`config.mk`:
```
export PLATFORM = sky130hd
export DESIGN_NAME = sram_bus_ctrl
export DESIGN_NICKNAME = d
export VERILOG_FILES = /design/src/rtl/sram_bus_ctrl.sv
export SDC_FILE = /design/constraint.sdc
export NUM_CORES = 1
export LEC_CHECK = 0
export ABC_AREA = 1
export ABC_CLOCK_PERIOD_IN_PS = 1400
export CAP_MARGIN = 20
export CELL_PAD_IN_SITES_DETAIL_PLACEMENT = 2
export CELL_PAD_IN_SITES_GLOBAL_PLACEMENT = 2
export CORE_AREA = 2 2 120 122
export CTS_BUF_LIST = sky130_fd_sc_hd__clkbuf_8
export DETAILED_ROUTE_END_ITERATION = 12
export DIE_AREA = 0 0 122 124
export PLACE_DENSITY = 0.95
export SYNTH_ARGS = -nofsm -noshare
export SYNTH_HDL_FRONTEND = slang
export SYNTH_SLANG_ARGS = --single-unit
```
`constraint.sdc`:
```
create_clock -name clk_i -period 1.4 [get_ports clk_i]
set_input_delay 0.28 -clock clk_i [delete_from_list [all_inputs] [get_ports clk_i]]
set_output_delay 0.28 -clock clk_i [all_outputs]
set_load 0.1 [all_outputs]
```
`src/rtl/sram_bus_ctrl.sv`:
```
// Bridges the core's valid/ready memory bus onto a single-port synchronous SRAM
// macro, with an optional zero-fill sweep of the whole array after reset.
module sram_bus_ctrl #(
   parameter int ADDR_WIDTH = 10,
   parameter bit INIT_EN    = 1'b1
) (
   input  logic                  clk_i,
   input  logic                  rst_i,
   input  logic                  mem_valid_i,
   output logic                  mem_ready_o,
   input  logic [31:0]           mem_addr_i,
   input  logic [31:0]           mem_wdata_i,
   input  logic [3:0]            mem_wstrb_i,
   output logic [31:0]           mem_rdata_o,
   output logic                  init_done_o,
   output logic                  sram_cs_o,
   output logic [ADDR_WIDTH-1:0] sram_addr_o,
   output logic [31:0]           sram_data_o,
   output logic [3:0]            sram_mask_o,
   output logic                  sram_wren_o,
   input  logic [31:0]           sram_data_i
);

   typedef enum logic [1:0] {INIT, IDLE, WR_ACK, RD_ACK} state_t;

   localparam logic [ADDR_WIDTH-1:0] LAST_ADDR = '1;

   state_t                state;
   logic [ADDR_WIDTH-1:0] init_cnt;

   // Byte-offset bits and bits above the array depth alias onto the same word.
   logic unused_addr_bits;
   assign unused_addr_bits = ^{mem_addr_i[1:0], mem_addr_i[31:ADDR_WIDTH+2]};

   always_ff @(posedge clk_i or posedge rst_i) begin
      if (rst_i) begin
         if (INIT_EN) begin
            state <= INIT;
         end else begin
            state <= IDLE;
         end
         init_cnt <= '0;
      end else begin
         case (state)
            INIT: begin
               init_cnt <= init_cnt + ADDR_WIDTH'(1);
               if (init_cnt == LAST_ADDR) begin
                  state <= IDLE;
               end
            end
            IDLE: begin
               if (mem_valid_i) begin
                  if (mem_wstrb_i != 4'd0) begin
                     state <= WR_ACK;
                  end else begin
                     state <= RD_ACK;
                  end
               end
            end
            WR_ACK:  state <= IDLE;
            RD_ACK:  state <= IDLE;
            default: state <= IDLE;
         endcase
      end
   end

   // The SRAM is driven in the same cycle a request is accepted; gating with
   // reset lets an in-flight access be abandoned without waiting for a clock.
   always_comb begin
      sram_cs_o   = 1'b0;
      sram_addr_o = '0;
      sram_data_o = 32'd0;
      sram_mask_o = 4'd0;
      sram_wren_o = 1'b0;
      mem_rdata_o = 32'd0;
      if (!rst_i) begin
         case (state)
            INIT: begin
               sram_cs_o   = 1'b1;
               sram_wren_o = 1'b1;
               sram_mask_o = 4'hF;
               sram_addr_o = init_cnt;
            end
            IDLE: begin
               if (mem_valid_i) begin
                  sram_cs_o   = 1'b1;
                  sram_addr_o = mem_addr_i[ADDR_WIDTH+1:2];
                  if (mem_wstrb_i != 4'd0) begin
                     sram_wren_o = 1'b1;
                     sram_mask_o = mem_wstrb_i;
                     sram_data_o = mem_wdata_i;
                  end
               end
            end
            RD_ACK:  mem_rdata_o = sram_data_i;
            default: ;
         endcase
      end
   end

   assign mem_ready_o = !rst_i && ((state == WR_ACK) || (state == RD_ACK));
   assign init_done_o = !rst_i && (state != INIT);

endmodule

```
After elaboration in Yosys (flattened, before gate mapping)
Cells that the tools add are included.
{"block": "word_totals", "output_inout_bits": 82, "reg_bits": 12, "in_bits": 103}
{"block": "classes", "addsub": 1, "reduce_logical": 9, "n_mux": 24, "eq_ne": 6}
{"cell": "$mux 32", "n": 6}
{"cell": "$mux 10", "n": 2}
{"cell": "$pmux 10 s2", "n": 1}
{"cell": "$mux 4", "n": 3}
{"cell": "$add 10x1->10 const B", "n": 1}
{"cell": "$eq 10x10->1 const B", "n": 1}
{"cell": "$pmux 4 s2", "n": 1}
{"cell": "$mux 1", "n": 6}
{"cell": "$pmux 2 s3", "n": 1}
{"cell": "$eq 2x2->1 const B", "n": 2}
{"cell": "$mux 2", "n": 2}
{"cell": "$ne 2x2->1 const B", "n": 2}
{"cell": "$pmux 1 s2", "n": 2}
{"cell": "$reduce_bool 4->1", "n": 1}
{"cell": "$eq 2x1->1 const B", "n": 1}
{"cell": "$logic_and 1x1->1", "n": 2}
{"cell": "$logic_not 2->1", "n": 1}
{"cell": "$reduce_and 2->1", "n": 1}
{"cell": "$reduce_bool 2->1", "n": 1}
{"cell": "$reduce_or 2->1", "n": 1}
{"cell": "$logic_not 1->1", "n": 1}
{"cell": "$logic_or 1x1->1", "n": 1}

Logic depth before layout (Yosys ltp)
{"block": "logic_depth", "ltp_word": 5, "depth_mapped": 8, "ltp_nobuf": 7}

Worst setup path after synthesis
Ideal clock, no wire load.
{"block": "synth_timing", "kind": "reg-to-output", "start": "register state[1]", "end": "output port mem_rdata_o[10]", "stages_incl_launch_ff": 6, "required_ns": 1.120, "arrival_time_ns": 3.518, "path_slack_ns": -2.398, "cell_sequence": "dfrtp_1 inv_2 nor2_1 nand2_1 buf_2 nor2_1"}
{"block": "synth_via", "elab_chain_len": 3}
{"item": "start, declared", "line": "28", "text": "state_t state;"}
{"item": "start signal, assigned", "line": "38", "text": "state <= INIT;"}
{"item": "start signal, assigned", "line": "40", "text": "state <= IDLE;"}
{"item": "start signal, assigned", "line": "48", "text": "state <= IDLE;"}
{"item": "$eq 2x2->1", "line": "77", "text": "case (state)"}
{"item": "$mux 32", "line": "77"}
{"item": "$mux 32", "line": "76", "text": "if (!rst_i) begin"}
{"item": "end, declared", "line": "14", "text": "output logic [31:0] mem_rdata_o,"}
No other way between the ends.

Worst setup path in the final report
{"block": "layout_timing", "start": "register state[1]", "end": "output port sram_data_o[24]"}
{"block": "layout_via", "elab_chain_len": 3}
{"item": "$eq 2x1->1", "line": "77"}
{"item": "$mux 32", "line": "77"}
{"item": "$mux 32", "line": "76"}
{"item": "end, declared", "line": "18", "text": "output logic [31:0] sram_data_o,"}
No other way between the ends.

==> metrics.txt <==
TritonCTS clock tree built; max_slew headroom 81.61%; PwrDens 1312 nW/µm²; DPL Wire Length 8.977 mm; average size of a mapped cell just under 5 µm²; Die Height 124 µm; most common cell in the netlist nor2_1; Routed wire per std cell about 16 µm; unrepaired setup endpoints after global routing true; most instantiated cells after synthesis nor2_1, inv_1, nand2_1; worst setup margin -0.5076 ns; Seq/Total Area, Yosys between 20% and 30%; Post-route DRC 0; depth of the most critical reg-to-reg path 8; synth top area cells nor2_1, dfrtp_1, inv_1; failing checks setup timing; total CTS buffers 3; M1 WL about 3.5 mm; crit path max fanout 6; All-Layer GR Usage 13.87%; Startpoint Class flop; Synth Instances around 270; core area 13720 µm²; crit path DAT between 1.5 and 2 ns; clock sink total 12; area grow syn2layout 300.8%; Fin. Hold Viols 0; diode count 0; Post-synth ARST share 100.0%; Synth top area share 26.04%; share of cells above drive strength 1 51.89%; TNS Setup -37.05 ns; pre-CTS setup slack -0.6288 ns; WHS 0.4350 ns; status complete, but fails checks; cell area after synthesis 1355 µm²; Routed Antenna Nets 0; Clk Latency, worst-skew pair around 0.25 ns; FP Rows 43; cell taking the most area after synthesis nor2_1; fin nets 581; Hold WC Path Type in -> async; Synth cell types 17; Worst Setup End Kind output pin; skew final 0.002759 ns; Initial Util 9.877%; Tmin final 1.908 ns; Max Freq around 520 MHz; Crit path required time 1.12 ns; GRT Residual Overflow 0; die width 122 µm; EDFF count, synth 0; Port Buffer Count 162; number of global-route vias before repair 2883; CP cell instances inv_2 -> nand3_2 -> inv_2 -> nand2_4 -> inv_4 -> nand2_8 -> buf_12 -> nor2_4 -> buf_12; CTS max path bufs 2; Final setup viols 82; DRT Pass-1 Iters 3; vias per inst between 3 and 4; design area 5431 µm²; antenna violations before repair 0; Reg2Reg Capture Point init_cnt[8]$_DFFE_PP0P_; first-pass GRT wire length 16.04 mm; Primary FF master, synth dfrtp_1; DRT iter0 DRCs 22; routed via count 2469; Peak VDD IR 0.0009653 V; Clock Root Buffer clkbuf_8; synthesized flop and latch total 12; crit share post-route 136.3%; met2 routed WL between 6 and 7 mm; Slew @ Worst Pin 0.2748 ns; Top Ports 185; flop2flop setup slack 0.07 ns; Crit path largest cell delay just under 0.4 ns; clk slew on worst S/H paths 0.06 ns; largest net degree at the start of global routing 15; Die Footprint 15130 µm²; Core Util, Final 39.59%; worst r2r src state[1]$_DFFE_PP0P_; H-Tree Depth 1; top sig layer met4; Final Max Slew Viols 0; hold_buf cts 0; Synth Net Count 377; Max-cap violations 0; cell area after placement between 4000 and 5000 µm²; Final GP Congestion 0.7849; synth warn 0; final wirelength 10.76 mm; WS Path Type reg -> out; Met3 Wirelength between 600 and 700 µm; Worst path slowest cell dfrtp_1; Leakage ~2.3 nW
==> timing repair <==
item                       CTS  global route
gates resized for setup     35            22
cloned                       5             1
pin swaps                    9            13
setup buffers               10             7
setup endpoints to repair   87            90
==> final cells by class <==
cell class | count | area, µm²
clock buffer | 4 | 55.05
tap | 180 | 225.2
sequential | 12 | 302.8
fill | 1433 | 8288
inverter | 83 | 320.3
multi-input combinational | 168 | 1496
timing repair buffer | 209 | 3032
==> per-layer routing <==
metal / track usage [%] / vias up
li1: - / 1169
met1: 13.26 / 1196
met2: 30.87 / 100
met3: 2.564 / 4
met4: 1.078 / 0
met5: 0 / -
==> worst max-delay path, delay by kind of cell, from the launching register on <==
family        cells  cell delay [ns]
flops             1             0.39
buf+inv           5             0.61
simple gates      4             0.37
==> where the power goes <==
part / leakage, nW / total (W) / switching (W) / internal, W
Combinational: 2.13 / 0.00611 / 0.00367 / 0.00243
Clock: 0.0288 / 0.000397 / 0.000148 / 0.000249
Sequential: 0.151 / 0.000619 / 0.000154 / 0.000465
==> flip-flops by register name, summed over array words and instances, names as in the netlist <==
register,count
state,2
init_cnt,10
==> worst max-delay path by stage <==
stage,cells after the start,slack [ns],to,start
after floorplan,5,-0.73,mem_rdata_o[10],state[1]$_DFFE_PP0P_
after detailed placement,9,-0.63,sram_data_o[11],mem_valid_i
final,9,-0.51,sram_data_o[24],state[1]$_DFFE_PP0P_
after CTS,9,-0.54,sram_data_o[24],state[1]$_DFFE_PP0P_
after global placement,6,-0.55,sram_mask_o[0],rst_i
after global routing,8,-0.58,sram_addr_o[7],state[1]$_DFFE_PP0P_
==> kinds of logic (layout without fill, tap and decap cells) <==
kind of cell	after synthesis	after routing	synth area share [%]
AND/OR/NAND/NOR	152	152	44.51
buffers and inverters	93	296	26.59
AO/OA/AOI/OAI	14	14	5.170
flip-flops	12	12	22.16
adder cells (fa/ha/maj)	1	1	0.9232
XOR/XNOR	1	1	0.6465
==> layout by cell type (no fill, tap or decap), types with 2 or more instances in the layout <==
master	count
buf_12	90
inv_1	78
nor2_4	78
clkdlybuf4s50_1	74
nand2_1	32
buf_4	26
nor2_1	13
a21oi_4	10
dfrtp_1	10
buf_6	7
nand3_1	6
nand2_2	6
dlygate4sd2_1	6
nor2_2	5
nand4_1	5
buf_16	5
clkbuf_8	4
nand2_8	3
inv_2	2
nand2_4	2
inv_4	2
a21oi_1	2
dfrtp_2	2
==> through the flow <==
stage	power [W]	instances
after floorplan	0.003819	273
final	0.007124	656
after CTS	0.006948	650
after detailed placement	0.006016	632
after global placement	0.005836	632
after global routing	0.007458	656
Note: power is estimated with default switching activity, not from simulation.
